## src/rtl/rf_write_arbiter_pkg.sv

```systemverilog
// Shared definitions for the register-file write-port arbiter.
//   REG_ADDR_W : width of a register-file address (32 registers)
//   XLEN       : width of a register-file data word
//   arb_state_t: arbitration priority state
package rf_write_arbiter_pkg;

  localparam int REG_ADDR_W = 5;
  localparam int XLEN       = 32;

  typedef enum logic {
    PRIO_A = 1'b0,  // ALU writeback has priority
    PRIO_B = 1'b1   // load writeback forced ahead after starving
  } arb_state_t;

endpackage : rf_write_arbiter_pkg

```

## src/rtl/rf_starve_counter.sv

```systemverilog
// Starvation counter for the load (B) writeback requester.
//   clk          : clock, state updates on posedge
//   rst_n        : synchronous active-low reset
//   i_b_pending  : B is valid with a nonzero destination
//   i_b_grant    : B owns the write port this cycle
//   o_count      : current count of consecutive denied cycles
//   o_limit_next : next count equals STARVE_LIMIT (forces PRIO_B)
module rf_starve_counter #(
  parameter int STARVE_LIMIT = 4,
  parameter int CNT_W        = 4
) (
  input  logic             clk,
  input  logic             rst_n,
  input  logic             i_b_pending,
  input  logic             i_b_grant,
  output logic [CNT_W-1:0] o_count,
  output logic             o_limit_next
);

  localparam logic [CNT_W-1:0] LIMIT = CNT_W'(STARVE_LIMIT);

  logic [CNT_W-1:0] r_count;
  logic [CNT_W-1:0] w_count_next;

  // Any grant or absence of a pending B request restarts the count.
  always_comb begin
    // NOTE: default assigned first so no path leaves the signal unassigned (no latch).
    w_count_next = '0;
    if (i_b_pending && !i_b_grant) begin
      w_count_next = (r_count == LIMIT) ? LIMIT : r_count + CNT_W'(1);
    end
  end

  always_ff @(posedge clk) begin
    // NOTE: sequential state uses non-blocking assignments so all flops update together.
    if (!rst_n) r_count <= '0;
    else        r_count <= w_count_next;
  end

  assign o_count      = r_count;
  assign o_limit_next = (w_count_next == LIMIT);

endmodule : rf_starve_counter

```

## src/rtl/rf_write_arbiter.sv

```systemverilog
// Arbitrates the single reg_file write port between ALU writeback (A) and
// load writeback (B). Fixed priority to A with a starvation guard that
// forces a B grant after STARVE_LIMIT consecutive denials. Writes to x0 are
// accepted and dropped without consuming the port.
//   CLK, RESET            : clock; synchronous active-low reset
//   A_VALID/ADDR/DATA     : A request;  A_READY : A accepted (combinational)
//   B_VALID/ADDR/DATA     : B request;  B_READY : B accepted (combinational)
//   WRITE, INADDRESS, IN  : registered reg_file write port
//   InstHIT               : registered, mirrors WRITE
//   STARVED               : registered, high while in PRIO_B
module rf_write_arbiter
  import rf_write_arbiter_pkg::*;
#(
  parameter int STARVE_LIMIT = 4,
  parameter int CNT_W        = 4
) (
  input  logic                  CLK,
  input  logic                  RESET,
  input  logic                  A_VALID,
  input  logic [REG_ADDR_W-1:0] A_ADDR,
  input  logic [XLEN-1:0]       A_DATA,
  output logic                  A_READY,
  input  logic                  B_VALID,
  input  logic [REG_ADDR_W-1:0] B_ADDR,
  input  logic [XLEN-1:0]       B_DATA,
  output logic                  B_READY,
  output logic                  WRITE,
  output logic [REG_ADDR_W-1:0] INADDRESS,
  output logic [XLEN-1:0]       IN,
  output logic                  InstHIT,
  output logic                  STARVED
);

  arb_state_t            r_state;
  arb_state_t            w_state_next;
  logic                  r_write;
  logic [REG_ADDR_W-1:0] r_addr;
  logic [XLEN-1:0]       r_data;

  logic w_a_zero, w_b_zero;
  logic w_a_req, w_b_req;
  logic w_grant_a, w_grant_b;
  logic w_limit_next;
  logic [CNT_W-1:0] w_count;

  // Only nonzero destinations compete for the port; x0 requests bypass it.
  assign w_a_zero = (A_ADDR == '0);
  assign w_b_zero = (B_ADDR == '0);
  assign w_a_req  = A_VALID && !w_a_zero;
  assign w_b_req  = B_VALID && !w_b_zero;

  always_comb begin
    w_grant_a    = 1'b0;
    w_grant_b    = 1'b0;
    w_state_next = r_state;
    case (r_state)
      PRIO_A: begin
        w_grant_a = w_a_req;
        w_grant_b = w_b_req && !w_a_req;
        if (w_limit_next) w_state_next = PRIO_B;
      end
      PRIO_B: begin
        w_grant_b = w_b_req;
        w_grant_a = w_a_req && !w_b_req;
        // B withdrawing while starved is tolerated: fall back to A priority.
        if (w_grant_b || !B_VALID) w_state_next = PRIO_A;
      end
      default: w_state_next = PRIO_A;
    endcase
  end

  assign A_READY = RESET && A_VALID && (w_a_zero || w_grant_a);
  assign B_READY = RESET && B_VALID && (w_b_zero || w_grant_b);

  rf_starve_counter #(
    .STARVE_LIMIT (STARVE_LIMIT),
    .CNT_W        (CNT_W)
  ) u_starve (
    .clk          (CLK),
    .rst_n        (RESET),
    .i_b_pending  (w_b_req),
    .i_b_grant    (w_grant_b),
    .o_count      (w_count),
    .o_limit_next (w_limit_next)
  );

  always_ff @(posedge CLK) begin
    // NOTE: address/data registers are reset too, so the reg_file pins start from known zeros.
    if (!RESET) begin
      r_state <= PRIO_A;
      r_write <= 1'b0;
      r_addr  <= '0;
      r_data  <= '0;
    end else begin
      r_state <= w_state_next;
      r_write <= w_grant_a || w_grant_b;
      if (w_grant_a) begin
        r_addr <= A_ADDR;
        r_data <= A_DATA;
      end else if (w_grant_b) begin
        r_addr <= B_ADDR;
        r_data <= B_DATA;
      end
    end
  end

  assign WRITE     = r_write;
  assign InstHIT   = r_write;
  assign INADDRESS = r_addr;
  assign IN        = r_data;
  assign STARVED   = (r_state == PRIO_B);

endmodule : rf_write_arbiter

```

## config.mk

```make
export PLATFORM = sky130hd
export DESIGN_NAME = rf_write_arbiter
export DESIGN_NICKNAME = d
export VERILOG_FILES = /design/src/rtl/rf_write_arbiter_pkg.sv /design/src/rtl/rf_starve_counter.sv /design/src/rtl/rf_write_arbiter.sv
export SDC_FILE = /design/constraint.sdc
export NUM_CORES = 1
export LEC_CHECK = 0
export ABC_CLOCK_PERIOD_IN_PS = 1900
export CAP_MARGIN = 20
export CORE_MARGIN = 2
export CORE_UTILIZATION = 34
export DETAILED_ROUTE_END_ITERATION = 6
export HOLD_SLACK_MARGIN = 0.02
export PLACE_DENSITY = 0.77
export SYNTH_ARGS = -nofsm -noshare
export SYNTH_HDL_FRONTEND = slang
export SYNTH_HIERARCHICAL = 1
export SYNTH_SLANG_ARGS = --single-unit
```

## constraint.sdc

```tcl
create_clock -name CLK -period 1.9 [get_ports CLK]
set_clock_uncertainty 0.05 [all_clocks]
set_input_delay 0.285 -clock CLK [delete_from_list [all_inputs] [get_ports CLK]]
set_output_delay 0.285 -clock CLK [all_outputs]
set_load 0.01 [all_outputs]
```

# --- After elaboration in Yosys (flattened, before gate mapping) ---
# Cells that the tools add are included.
totals:
  regBits: 43
  out_inout_bits: 42
  elab_cells: 42
classes:
  add_sub_neg: 1
  n_eq_ne: 2
  mux: 11
  bitwise_logic: 1
  reduce_logical: 22
op_table:
  columns: ["operator", "n"]
  rows:
  - ["$mux W32", 2]
  - ["$logic_not A5 Y1", 2]
  - ["$mux W5", 2]
  - ["$logic_and A1 B1 Y1", 9]
  - ["$eq A4 B3 Y1 const B", 2]
  - ["$mux W4", 2]
  - ["$logic_not A1 Y1", 6]
  - ["$pmux W1 S2", 3]
  - ["$add A4 B1 Y4 const B", 1]
  - ["$logic_or A1 B1 Y1", 4]
  - ["$mux W1", 2]
  - ["$reduce_bool A2 Y1", 1]
  - ["$not A1 Y1", 1]

# --- Depth between registers and ports, before layout ---
# Gate-level depths: netlist of the first run.
depth:
  ltp_word: 12
  ltp_mapped: 10
  mapped_depth_nobuf: 9

# --- Hierarchy ---
# The synthesis of the first run kept the hierarchy.
modules_own_cells:
  columns: ["module", "instances", "cells_per_inst", "area_each_um2", "seq_area_each_um2"]
  rows:
  - ["rf_write_arbiter", 1, 197, 1759.2, 780.7]
  - ["rf_starve_counter", 1, 27, 235.2, 80.1]

# --- Worst setup path after synthesis of the first run ---
# Ideal clock, no wire load.
synth_path:
  path_kind: "input -> register"
  from: "input B_ADDR[0]"
  to: "register r_state (netlist: STARVED)"
  setup_time_ns: 0.060
  arrival_time_ns: 1.722
  t_required_ns: 1.790
  setup_slack_ns: 0.068
  cell_stages: 10
  n_path_buf: 1
  cell_sequence: "nor3_2 a21bo_2 inv_2 clkbuf_1 and2b_2 o211ai_2 a311oi_2 inv_1 o22ai_1 and2_1"
synth_between:
  elab_chain_len: 11
  word_cells_on_any_way: 13
synth_lines:
  columns: ["item", "line_no", "text"]
  rows:
  - ["start: declaration", "rf_write_arbiter.sv:24", "input logic [REG_ADDR_W-1:0] B_ADDR,"]
  - ["$logic_not A5 Y1 (*)", "rf_write_arbiter.sv:48", "assign w_b_zero = (B_ADDR == '0);"]
  - ["$logic_not A1 Y1 (*)", "rf_write_arbiter.sv:50", "assign w_b_req = B_VALID && !w_b_zero;"]
  - ["$logic_and A1 B1 Y1 (*)", "rf_write_arbiter.sv:50", null]
  - ["named net w_b_req", "rf_write_arbiter.sv:41", "logic w_a_req, w_b_req;"]
  - ["$logic_and A1 B1 Y1", "rf_write_arbiter.sv:59", "w_grant_b = w_b_req && !w_a_req;"]
  - ["$pmux W1 S2", "rf_write_arbiter.sv:56", "case (r_state)"]
  - ["$logic_not A1 Y1", "rf_starve_counter.sv:29", "if (i_b_pending && !i_b_grant) begin"]
  - ["$logic_and A1 B1 Y1 (*)", "rf_starve_counter.sv:29", null]
  - ["$mux W4 (*)", "rf_starve_counter.sv:29", null]
  - ["$eq A4 B3 Y1 (*)", "rf_starve_counter.sv:41", "assign o_limit_next = (w_count_next == LIMIT);"]
  - ["named net w_limit_next", "rf_write_arbiter.sv:43", "logic w_limit_next;"]
  - ["$mux W1 (*)", "rf_write_arbiter.sv:60", "if (w_limit_next) w_state_next = PRIO_B;"]
  - ["$pmux W1 S2 (*)", "rf_write_arbiter.sv:56", null]
  - ["end signal: assignment", "rf_write_arbiter.sv:95", "r_state <= w_state_next;"]
  - ["end: declaration", "rf_write_arbiter.sv:34", "arb_state_t r_state;"]
# Mark *: on every way through the listed nets, which the timed path passes. The rest lies on a longest branch.
# A chain may end at the register's enable or synchronous reset.

# --- Final worst setup path of the first run ---
layout_path:
  from: "input A_ADDR[4]"
  to: "output B_READY"
layout_between:
  elab_chain_len: 8
layout_lines:
  columns: ["item", "line_no", "text"]
  rows:
  - ["start: declaration", "rf_write_arbiter.sv:20", "input logic [REG_ADDR_W-1:0] A_ADDR,"]
  - ["$logic_not A5 Y1", "rf_write_arbiter.sv:47", "assign w_a_zero = (A_ADDR == '0);"]
  - ["$logic_not A1 Y1", "rf_write_arbiter.sv:49", "assign w_a_req = A_VALID && !w_a_zero;"]
  - ["$logic_and A1 B1 Y1", "rf_write_arbiter.sv:49", null]
  - ["$logic_not A1 Y1", "rf_write_arbiter.sv:59", null]
  - ["$logic_and A1 B1 Y1", "rf_write_arbiter.sv:59", null]
  - ["$pmux W1 S2", "rf_write_arbiter.sv:56", null]
  - ["$logic_or A1 B1 Y1", "rf_write_arbiter.sv:73", "assign B_READY = RESET && B_VALID && (w_b_zero || w_grant_b);"]
  - ["$logic_and A1 B1 Y1", "rf_write_arbiter.sv:73", null]
  - ["end: declaration", "rf_write_arbiter.sv:26", "output logic B_READY,"]
# Every way passes these cells.

==> results of run 1 <==
per-layer routing:
| metal | global-route usage [%] | wire (microns) |
|---|---|---|
| met5 | 0 | 0 |
| met4 | 5.93 | 65 |
| met3 | 6.18 | 449 |
| met2 | 35.9 | 3220 |
| met1 | 23.3 | 2690 |
layout by cell type, fill, tap and decap left out, types with 2 or more instances in the layout:
master             n
clkdlybuf4s15_1    3
buf_4             28
ha_1               2
nor3_1            37
clkbuf_8           5
dfxtp_1           43
nand2_1           45
inv_2              3
dlymetal6s2s_1     6
clkbuf_2           2
buf_12             4
and3_1             2
clkdlybuf4s50_1  104
clkinv_2           3
inv_1              4
a21oi_1            4
nor2_1             5
a221o_1           37
dlygate4sd2_1      3
and2_1             2
worst max-delay path by stage:
stage          startpoint      end  slack [ns]  cells past startpoint
3_3_place_gp    A_ADDR[0]  B_READY       -0.40                      5
6_report        A_ADDR[4]  B_READY        0.11                      7
5_1_grt         A_ADDR[3]  STARVED      -0.009                     11
2_1_floorplan   B_ADDR[0]  STARVED        0.07                     10
4_1_cts         B_ADDR[2]  A_READY        0.02                      6
3_5_place_dp    A_ADDR[0]  B_READY       -0.41                      5
layout make-up:
type	count	share of cell area, %
timing repair buffer	151	41.4
multi-input combinational	154	28.9
sequential	43	24.1
tap	72	2.52
clock buffer	5	1.93
inverter	7	0.736
clock inverter	3	0.420
per-stage QoR:
step	hold WS [ns]	utilization, %	power, uW	cell area, sq um
2_1_floorplan	0.347	-	1220	1990
5_1_grt	0.223	64.1	2240	3570
3_3_place_gp	0.444	61.6	1580	3430
4_1_cts	0.334	63.4	2160	3530
3_5_place_dp	0.452	61.6	1590	3430
6_report	0.215	64.1	2140	3570
critical path, cell delays in order:
cell             delay (ns)
clkdlybuf4s15_1        0.22
nor4_4                 0.30
buf_4                  0.18
a211oi_4               0.06
buf_4                  0.14
a21oi_1                0.13
clkbuf_2               0.15
cell families after synthesis:
group / count (synthesis) / share of synthesized area [%]
AOI/OAI and AO/OA: 50 / 23.7
and+or+nand+nor: 101 / 24.7
DFF: 43 / 43.2
muxes: 1 / 0.502
adders and majority gates: 2 / 1.25
buffers and inverters: 27 / 6.71
repair_timing:
action	CTS	global route
endpoints found under the setup margin	26	3
gates resized for setup	11	15
pin swaps	4	4
buffers inserted	2	3
sequential cells by signal (all words and copies together), names as in the netlist:
register          count
STARVED               1
u_starve/o_count      4
IN                   32
INADDRESS             5
InstHIT               1
power by group:
group          internal (uW)  switching, uW  leakage [uW]
clock network            252            314     0.0000477
registers                965           32.0      0.000356
logic                    358            219       0.00103
==> results.ini, run 1 <==
[outcome]
status=finished, final reports clean

[sta]
relSlewSlack_pct=68.4
setup_viol_count_final=0
hold_viol_final=0
fin_crit_sh_pct=94.4
setup_ws_ns=0.107
worstMarginPinSlew_ns=0.471
period_needed_ns=1.79
max_freq_mhz=558
tns_ns=0
final-max-slew-violation-count=0

[critical_path]
r2r-start=STARVED
worstReg2RegEnd=STARVED
startpoint_type=primary input
cp-end-kind=output pin
crit_required_ns=1.56
rrSetupSlack_ns=0.19
critical_path_class=in2out
crit_fanout=3
r2r_cells=8
worstPathArrival_ns=1.46

[placed_design]
place_congestion=0.761
dp_cells=422
dp_slack_ns=-0.407
dp_hpwl_microns=4680
portBuffers=119

[hold_path]
hold_start=A_ADDR[0]
hold_class=in2reg
min_to=INADDRESS[0]
min_path_cells=2

[grt]
groute.usage.overall_pct=20.2
antenna_found_initial=0
grt_pass1_wl_microns=10400
grt_max_degree=32
first_global_vias=2284
overflow=0

[power]
leakagePower_uw=0.00143
power_density_nw_per_um2=599
peakVddDrop_mv=0.365

[synthesis]
synth_fp_nets=304
synth-edff-count=0
synthesis.instances=224
ys_ff_latch=43
synth_most_common_cell=nand2_1
synth_ff_type=dfxtp_1
netlist.area_leader.share_pct=43.2
synthTopCellsByArea=dfxtp_1 (43%), a221o_1 (19%), nor3_1 (9.5%), nand2_1 (8.5%), clkbuf_1 (2.4%)
seq_area_frac_synth_pct=43.2
syn-cell-area_sq_um=1990
postSynthAreaPerCell_sq_um=8.90
yosys_warnings=6
synth_cell_types=32
synth-async-reset-ratio_pct=0
synth_commonest_cells=nand2_1 (45), dfxtp_1 (43), nor3_1 (38), a221o_1 (37), clkbuf_1 (13)
synth_top_area_cell=dfxtp_1

[die]
die_y_microns=80.6
die-area_sq_um=6490
start_util_pct=35.8
core_sq_um=5570
io_pins=120
die_width_microns=80.6
rows=27

[routing]
drc=0
vias=2263
drt-total-wl_microns=6430
wl_per_cell_microns=14.8
vias_per_cell=5.20
detail-route-antenna-nets=0
drt-initial-drc-count=92
dr.pass1.iters=4

[finish]
drive_above_1_share_pct=16.0
multiInputGateArea_sq_um=1030
area_growth_pct=79.0
seqCellArea_sq_um=861
final_cells=435
nNetsFinal=442
antennaDiodeCount=0
nFillCells=480

[cts]
clk_path_buf_depth=2
cts_root_buf=clkbuf_8
path_clk_slew_ns=0.09
cts_tree=built
htreeDepth=2
clk_latency_ns=0.29
cts_sinks=43
numCtsBuffers=5
cts_hold_buf=0

[job]
maxCapViolCount=0

Note: power is estimated with default switching activity, not from simulation.
==> run 2, diff against run 1 <==
--- a/config.mk
+++ b/config.mk
@@ -10,6 +10,7 @@
 export CORE_MARGIN = 2
 export CORE_UTILIZATION = 34
 export DETAILED_ROUTE_END_ITERATION = 6
+export GPL_ROUTABILITY_DRIVEN = 0
 export HOLD_SLACK_MARGIN = 0.02
 export PLACE_DENSITY = 0.77
 export SYNTH_ARGS = -nofsm -noshare
==> results of run 2 <==
The final DEF is identical to that of run 1; final timing and power are the same.
==> run 3, diff against run 2 <==
--- a/config.mk
+++ b/config.mk
@@ -5,6 +5,7 @@
 export SDC_FILE = /design/constraint.sdc
 export NUM_CORES = 1
 export LEC_CHECK = 0
+export ABC_AREA = 0
 export ABC_CLOCK_PERIOD_IN_PS = 1900
 export CAP_MARGIN = 20
 export CORE_MARGIN = 2
==> results of run 3 <==
The final DEF is identical to that of run 1; final timing and power are the same.
